$ cat src/rtl/acia_host_pkg.sv
// rtl/acia_host_pkg.sv - shared FSM encoding, ACIA register bit indices and strobe decode
package acia_host_pkg;

  typedef enum logic [2:0] {
    ST_INIT = 3'd0,
    ST_POLL = 3'd1,
    ST_RXRD = 3'd2,
    ST_TXWR = 3'd3,
    ST_HOLD = 3'd4
  } state_t;

  localparam int STAT_TDRE = 7;
  localparam int STAT_RDRF = 6;
  localparam int CTRL_RXIE = 7;
  localparam int CTRL_TXIE = 6;

  typedef struct packed {
    logic rs;
    logic rd;
    logic we;
    logic en;
  } bus_t;

  // Bus cycle performed while the FSM sits in a given state.
  function automatic bus_t bus_decode(input state_t s);
    bus_t b;
    b = '0;
    case (s)
      ST_INIT: b.we = 1'b1;
      ST_POLL: b.rd = 1'b1;
      ST_RXRD: begin
        b.rs = 1'b1;
        b.rd = 1'b1;
      end
      ST_TXWR: begin
        b.rs = 1'b1;
        b.we = 1'b1;
        b.en = 1'b1;
      end
      default: b = '0;
    endcase
    return b;
  endfunction

  function automatic logic [7:0] ctrl_byte(input logic rx_ie, input logic tx_ie);
    logic [7:0] c;
    c = '0;
    c[CTRL_RXIE] = rx_ie;
    c[CTRL_TXIE] = tx_ie;
    return c;
  endfunction

endpackage

$ cat src/rtl/sync_fifo.sv
// rtl/sync_fifo.sv - single-clock byte FIFO with occupancy output
module sync_fifo #(
  parameter int DEPTH = 8
) (
  input  logic                     clk,
  input  logic                     sys_rst_n,
  input  logic                     push,
  input  logic [7:0]               wdata,
  input  logic                     pop,
  output logic [7:0]               rdata,
  output logic                     full,
  output logic                     empty,
  output logic [$clog2(DEPTH):0]   level
);

  localparam int AW = $clog2(DEPTH);
  localparam int LW = AW + 1;

  logic [7:0]    mem [DEPTH];
  logic [AW-1:0] wr_ptr;
  logic [AW-1:0] rd_ptr;
  logic          push_ok;
  logic          pop_ok;

  assign full    = (level == LW'(DEPTH));
  assign empty   = (level == '0);
  assign push_ok = push && !full;
  assign pop_ok  = pop && !empty;
  assign rdata   = mem[rd_ptr];

  // Power-of-two depth lets the pointers wrap by plain overflow.
  always_ff @(posedge clk or negedge sys_rst_n) begin
    if (!sys_rst_n) begin
      wr_ptr <= '0;
      rd_ptr <= '0;
      level  <= '0;
    end else begin
      if (push_ok) wr_ptr <= wr_ptr + AW'(1);
      if (pop_ok)  rd_ptr <= rd_ptr + AW'(1);
      level <= level + LW'(push_ok) - LW'(pop_ok);
    end
  end

  always_ff @(posedge clk) begin
    if (push_ok) mem[wr_ptr] <= wdata;
  end

endmodule

$ cat src/rtl/acia_host.sv
// rtl/acia_host.sv - bus master for one MC6850-style ACIA with TX/RX byte FIFOs
module acia_host
  import acia_host_pkg::*;
#(
  parameter int         TX_DEPTH  = 8,
  parameter int         RX_DEPTH  = 8,
  parameter logic [7:0] CTRL_INIT = 8'h00
) (
  input  logic                        clk,
  input  logic                        sys_rst_n,
  input  logic                        tx_valid,
  input  logic [7:0]                  tx_byte,
  output logic                        tx_ready,
  output logic                        rx_valid,
  output logic [7:0]                  rx_byte,
  input  logic                        rx_ready,
  output logic                        uart_cs,
  output logic                        uart_rs,
  output logic                        uart_en,
  output logic                        rd_pin,
  output logic                        we_pin,
  output logic [7:0]                  mem_wdata,
  input  logic [7:0]                  mem_rdata,
  output logic [$clog2(TX_DEPTH):0]   tx_level,
  output logic [$clog2(RX_DEPTH):0]   rx_level
);

  localparam int RXLW = $clog2(RX_DEPTH) + 1;

  state_t     state;
  state_t     next_state;
  logic       started;
  bus_t       bus_d;
  logic [7:0] wdata_d;

  logic       tx_full;
  logic       tx_empty;
  logic [7:0] tx_head;
  logic       tx_pop;
  logic       rx_full;
  logic       rx_empty;
  logic       rx_push;
  logic       rx_pop_ok;
  logic       rx_full_next;

  sync_fifo #(.DEPTH(TX_DEPTH)) u_tx_fifo (
    .clk       (clk),
    .sys_rst_n (sys_rst_n),
    .push      (tx_valid),
    .wdata     (tx_byte),
    .pop       (tx_pop),
    .rdata     (tx_head),
    .full      (tx_full),
    .empty     (tx_empty),
    .level     (tx_level)
  );

  sync_fifo #(.DEPTH(RX_DEPTH)) u_rx_fifo (
    .clk       (clk),
    .sys_rst_n (sys_rst_n),
    .push      (rx_push),
    .wdata     (mem_rdata),
    .pop       (rx_ready),
    .rdata     (rx_byte),
    .full      (rx_full),
    .empty     (rx_empty),
    .level     (rx_level)
  );

  assign tx_ready  = !tx_full;
  assign rx_valid  = !rx_empty;
  assign tx_pop    = (state == ST_TXWR);
  assign rx_push   = (state == ST_RXRD);
  assign rx_pop_ok = rx_ready && !rx_empty;

  // RX occupancy after this edge; a status read with RX full would lose RDRF.
  assign rx_full_next = rx_push ? ((rx_level == RXLW'(RX_DEPTH - 1)) && !rx_pop_ok)
                                : (rx_full && !rx_pop_ok);

  always_ff @(posedge clk or negedge sys_rst_n) begin
    if (!sys_rst_n) begin
      state     <= ST_INIT;
      started   <= 1'b0;
      uart_cs   <= 1'b0;
      uart_rs   <= 1'b0;
      uart_en   <= 1'b0;
      rd_pin    <= 1'b0;
      we_pin    <= 1'b0;
      mem_wdata <= 8'h00;
    end else begin
      state     <= next_state;
      started   <= 1'b1;
      uart_cs   <= 1'b1;
      uart_rs   <= bus_d.rs;
      uart_en   <= bus_d.en;
      rd_pin    <= bus_d.rd;
      we_pin    <= bus_d.we;
      mem_wdata <= wdata_d;
    end
  end

  // The first edge after release re-enters INIT so its strobes come from flops.
  always_comb begin
    next_state = state;
    if (!started) begin
      next_state = ST_INIT;
    end else begin
      case (state)
        ST_POLL: begin
          if (mem_rdata[STAT_RDRF])
            next_state = ST_RXRD;
          else if (mem_rdata[STAT_TDRE] && !tx_empty)
            next_state = ST_TXWR;
          else
            next_state = ST_POLL;
        end
        default: next_state = rx_full_next ? ST_HOLD : ST_POLL;
      endcase
    end
  end

  // TX head is stable from the deciding POLL until the TXWR pop.
  always_comb begin
    bus_d   = bus_decode(next_state);
    wdata_d = 8'h00;
    if (next_state == ST_INIT)
      wdata_d = CTRL_INIT;
    else if (next_state == ST_TXWR)
      wdata_d = tx_head;
  end

endmodule

$ cat config.mk
export PLATFORM = sky130hd
export DESIGN_NAME = acia_host
export DESIGN_NICKNAME = d
export VERILOG_FILES = /design/src/rtl/acia_host_pkg.sv /design/src/rtl/sync_fifo.sv /design/src/rtl/acia_host.sv
export SDC_FILE = /design/constraint.sdc
export NUM_CORES = 1
export LEC_CHECK = 0
export ABC_AREA = 1
export CAP_MARGIN = 0
export CORE_MARGIN = 2
export CORE_UTILIZATION = 44
export CTS_BUF_LIST = sky130_fd_sc_hd__clkbuf_8
export DETAILED_ROUTE_END_ITERATION = 16
export GPL_ROUTABILITY_DRIVEN = 0
export SLEW_MARGIN = 20
export SYNTH_ARGS = -nofsm -noshare
export SYNTH_HDL_FRONTEND = slang
export SYNTH_SLANG_ARGS = --single-unit
$ cat constraint.sdc
create_clock -name clk -period 5.5 [get_ports clk]
set_input_delay 0.825 -clock clk [delete_from_list [all_inputs] [get_ports clk]]
set_output_delay 0.825 -clock clk [all_outputs]
set_load 0.1 [all_outputs]
Yosys cells after proc, flatten, opt, wreduce, memory -nomap -nowiden. Memory sizes are Yosys's and may differ from the RTL's. Index checks and enable logic that the tools add are counted.

Bits in writable memories: 128. Input bits: 20. Memory bits (read-only): 0. Memories kept: 2. Bits in registers: 36. Bits in latches: 0.

Memories: u_rx_fifo.mem (words 8, width 8, rd ports 1, clocked after Yosys merged registers in 0, wr ports 1, line sync_fifo.sv:19) `logic [7:0] mem [DEPTH];`; u_tx_fifo.mem (words 8, width 8, rd ports 1, clocked after Yosys merged registers in 0, wr ports 1, line sync_fifo.sv:19).

Reductions and logical operators: 18. Equality and inequality tests: 9. Magnitude comparators: 0. Shift operators: 0. Divide/modulo/power cells: 0. Multiplexer cells: 16. Bitwise gates (word level): 0. Add/subtract/negate cells: 8. $mul: 0.

Operators with widths (count): two-way mux 8 bit (2); adder 3 x 1 -> 3 bit, second input constant (4); equality test 3 x 2 -> 1 bit, second input constant (4); two-way mux 1 bit (9); two-way mux 3 bit (3); adder 4 x 1 -> 4 bit (2); equality test 4 bit, second input constant (2); zero test 4 bit (2); subtractor 4 x 1 -> 4 bit (2); logical AND 1 bit (7); equality test 3 x 1 -> 1 bit, second input constant (2); OR reduction 2 bit (3); zero test 1 bit (5); equality test 4 x 3 -> 1 bit, second input constant (1); two-way mux 2 bit (2); zero test 3 bit (1).

Logic depth before layout (Yosys ltp).
Depth in word-level cells: 12. Gate-level depth with buffers: 11.

Cells and area by module. Synthesis repeated with hierarchy kept, for this count alone.

Cells, all modules: 770. Area, all modules: 7658.6 sq um.

By module, submodules not included: sync_fifo (instances 2, area each 3479.6 sq um, cells an instance 347); acia_host (instances 1, area each 699.4 sq um, cells an instance 76).

Least setup slack after synthesis. No wires, ideal clock.

Path type: register -> register. Start: reg u_rx_fifo.level[2]. End: reg u_rx_fifo.level[1]. Path slack: 2042 ps. Period minus slack after synthesis: 3458 ps. Cell stages (with the launch flop): 12. Arrival time: 3344 ps. Required time: 5386 ps. Buffers on the path: 0. Path through: dfrtp_1 inv_1 ha_1 nand2_1 nand2_1 inv_1 ha_1 inv_1 ha_1 inv_1 fa_1 inv_1.

Elaborated cells on any way between the ends: 8. Classes of those cells: add/sub (2); eq/ne (1); reduce/logical (5).

RTL lines: start, declared (line sync_fifo.sv:13) `output logic [$clog2(DEPTH):0] level`; start signal, assigned (line sync_fifo.sv:40) `level <= level + LW'(push_ok) - LW'(pop_ok);`; zero test 4 bit (line sync_fifo.sv:26) `assign empty = (level == '0);`; zero test 1 bit; via rx_valid (line acia_host.sv:14) `output logic rx_valid,`; logical AND 1 bit (line sync_fifo.sv:28) `assign pop_ok = pop && !empty;`; via rx_pop_ok (line acia_host.sv:43) `logic rx_pop_ok;`; subtractor 4 x 1 -> 4 bit (line sync_fifo.sv:40).

The timed path passes the listed nets, and every way through them passes these cells. A chain may end at the register's enable or synchronous reset.

Worst setup path in the final report.
Start: reg u_rx_fifo.rd_ptr[1]. End: out rx_byte[7].

Longest elaborated chain between the ends: 1.

RTL lines: start, declared (line sync_fifo.sv:21) `logic [AW-1:0] rd_ptr;`; start signal, assigned (line sync_fifo.sv:39) `if (pop_ok) rd_ptr <= rd_ptr + AW'(1);`; memory read (8 x 8 bit); end, declared (line acia_host.sv:15) `output logic [7:0] rx_byte,`.

No other way between the ends.

==> impl_metrics.json <==
{
  "synth_nets": 651,
  "rows": 45,
  "grt_pass1_wl_mm": 21.8,
  "drive_gt1_share_pct": 6.53,
  "crit_arrival_ns": 3.18,
  "synth_top_cell_by_area": "edfxtp_1",
  "startpoint_type": "flip-flop",
  "synth_top_family_by_area": "simple AND/OR/NAND/NOR gates",
  "diodes": 0,
  "hold_class": "in -> async",
  "grt_pass1_vias": 4299,
  "ys_seq_area_share_pct": 68.9,
  "path_max_fanout": 34,
  "cts_resized": 0,
  "io_buffers": 50,
  "synthSimpleGateAreaFrac_pct": 17.5,
  "grt_setup_unrepaired": "no",
  "leakage_nw": 3.16,
  "cts_hold_buf": 0,
  "maxSlewViolCount": 0,
  "wl_per_cell_um": 15.2,
  "synth.area.top_cells": "edfxtp_1 (56%), dfrtp_1 (13%), nand2_1 (9.3%)",
  "tightest_slew_ns": 1.00,
  "overflow": 0,
  "final_hold_viol_count": 0,
  "cp.required_ns": 4.68,
  "fmax_mhz": 249,
  "layout.nets": 701,
  "cts_setup_buffers": 0,
  "synth_cell_type_count": 28,
  "async_flop_share_pct": 22.0,
  "synth.avg_cell_area_um2": 11.2,
  "yosysMostFrequentCell": "nand2_1",
  "ios": 51,
  "cts_tree": "done",
  "fillCellCount": 1373,
  "drtAntennaViolNets": 0,
  "setup_viol": 0,
  "via_per_inst": 4.83,
  "synth_fa_ha_area_share_pct": 3.67,
  "cp_slowest_cell": "clkdlybuf4s50_1",
  "insertion_delay_ns": 0.45,
  "final_area_um2": 7900,
  "fin_skew_ns": 0.0131,
  "yosysWarnings": 0,
  "finalCriticalPeriod_ns": 4.01,
  "cts_buffers": 17,
  "ys_top_cells_by_count": "nand2_1 (171), edfxtp_1 (128), nor2_1 (77), nand3_1 (40), inv_1 (38)",
  "ir_drop_v": 0.000370,
  "syn-cell-area_um2": 6880,
  "area_delta_synth_final_pct": 14.7,
  "antenna_found_initial": 0,
  "drc_errors": 0,
  "die_x_um": 129,
  "synth_flop_cell": "edfxtp_1",
  "synth_edf_count": 128,
  "drt_iter0_markers": 276,
  "synth.area.mux_share_pct": 0,
  "status": "complete, no violations",
  "clk_path_buf_depth": 2,
  "clkSinkCount": 164,
  "cp.buffers_inverters": 1,
  "cts_root_buffer": "clkbuf_8",
  "grt_start_max_net_pins": 37,
  "hpwl_mm": 8.47,
  "vias": 4275,
  "path_cells": "o21ai_0, o21ai_0, nand2_1, nand2_1, clkdlybuf4s50_1",
  "h-tree-depth": 4,
  "crit_type": "reg -> out",
  "synth_xor_area_share_pct": 1.27,
  "relSlewSlack_pct": 32.9,
  "core_um2": 15300,
  "drv_cap": 0,
  "first_pass_iters": 5,
  "final.setup.tns_ns": 0,
  "power_density_nw_per_um2": 567,
  "path_clk_slew_ns": 0.08,
  "synth-compound-area-share_pct": 4.05,
  "finalCritPeriodShare_pct": 72.9,
  "grtUsageTotal_pct": 17.7,
  "floorplan.initialDensity_pct": 45.1,
  "dieArea_um2": 16700,
  "place_area_um2": 7520,
  "chipHeight_um": 129,
  "syn_inst": 612,
  "cp_top_family": "buffers and inverters",
  "routed_wl_mm": 13.4,
  "cpPeakStageDelay_ns": 1.13,
  "synth_seq_cells": 164,
  "worst_setup_path_end_kind": "output pin",
  "netlist.area_leader.share_pct": 55.8
}
kinds of logic (layout without fill, tap and decap cells):
| family | Yosys count | in the layout |
|---|---|---|
| flops | 164 | 164 |
| xor+xnor | 10 | 10 |
| fa+ha+maj | 19 | 19 |
| other cells | 1 | 1 |
| buf+inv | 66 | 128 |
| simple gates | 297 | 297 |
| compound gates | 55 | 55 |
state kept, by name, summed over array words and instances (netlist names), 3 cells and up:
name              count
u_tx_fifo.rd_ptr      3
u_rx_fifo.wr_ptr      3
mem_wdata             8
u_rx_fifo.rd_ptr      3
u_rx_fifo.level       4
u_rx_fifo.mem        64
u_tx_fifo.level       4
u_tx_fifo.wr_ptr      3
u_tx_fifo.mem        64
state                 3
power breakdown:
part / internal (mW) / leakage [nW] / total, mW / switching (mW)
clock: 0.418 / 0.203 / 0.826 / 0.408
combinational: 0.524 / 1.35 / 1.96 / 1.44
sequential: 1.51 / 1.61 / 1.68 / 0.172
total: 2.45 / 3.16 / 4.47 / 2.02
routing by layer:
metal | GRT usage (%) | up-vias | share of wire [%]
met5 | 0 | - | 0
met4 | 7.67 | 0 | 1.3
met3 | 4.17 | 13 | 5.4
met2 | 29.9 | 94 | 51
met1 | 21.9 | 2040 | 43
li1 | - | 2128 | -
path summary, 6_finish.rpt:
| kind | from | end | slack [ns] | depth (start not counted) |
|---|---|---|---|---|
| min in group clk | started | we_pin | 0.51 | 1 |
| max reg2reg | u_tx_fifo.level[2] | u_tx_fifo.mem[4][4] | 3.19 | 6 |
| min reg2reg | started | we_pin | 0.51 | 1 |
| max | u_rx_fifo.rd_ptr[1] | rx_byte[7] | 1.49 | 5 |
| min | sys_rst_n | u_tx_fifo.wr_ptr[0] | 0.49 | 1 |
| max in group asynchronous | sys_rst_n | mem_wdata[6] | 4.46 | 1 |
cell type report:
| type | count | area [um^2] | share of cell area (%) |
|---|---|---|---|
| clock buffers | 19 | 262 | 3.31 |
| clock inverters | 12 | 118 | 1.49 |
| inverters | 45 | 169 | 2.14 |
| multi-input cells | 382 | 1830 | 23.2 |
| flip-flops and latches | 164 | 4740 | 60.1 |
| well taps | 211 | 264 | 3.34 |
| repair buffers | 52 | 510 | 6.46 |
layout by cell type (no fill, tap or decap), types with 2 or more instances in the layout:
| master | instances |
|---|---|
| o21ai_1 | 16 |
| clkbuf_8 | 19 |
| xnor2_1 | 3 |
| inv_1 | 42 |
| nor2_1 | 77 |
| clkinvlp_4 | 2 |
| bufinv_16 | 2 |
| clkinv_2 | 2 |
| clkinv_1 | 2 |
| fa_1 | 2 |
| xor2_1 | 7 |
| nand2_2 | 3 |
| buf_4 | 2 |
| clkdlybuf4s50_1 | 49 |
| inv_2 | 5 |
| ha_1 | 17 |
| dfrtp_1 | 36 |
| o21ai_0 | 35 |
| nand3_1 | 40 |
| edfxtp_1 | 128 |
| a21oi_1 | 3 |
| nand2_1 | 171 |
per-stage QoR:
step	utilization (%)	worst slack, ns	power (mW)	cells	hold WS (ns)
after global placement	49.3	2.04	3.65	854	0.501
after floorplan	-	2.04	3.26	612	0.492
after global routing	51.8	1.27	4.77	885	0.534
after detailed placement	49.3	1.99	3.69	854	0.507
final	51.8	1.49	4.47	885	0.492
after CTS	51.8	1.44	4.53	885	0.501
No activity file was read; power rests on OpenSTA's default activity.
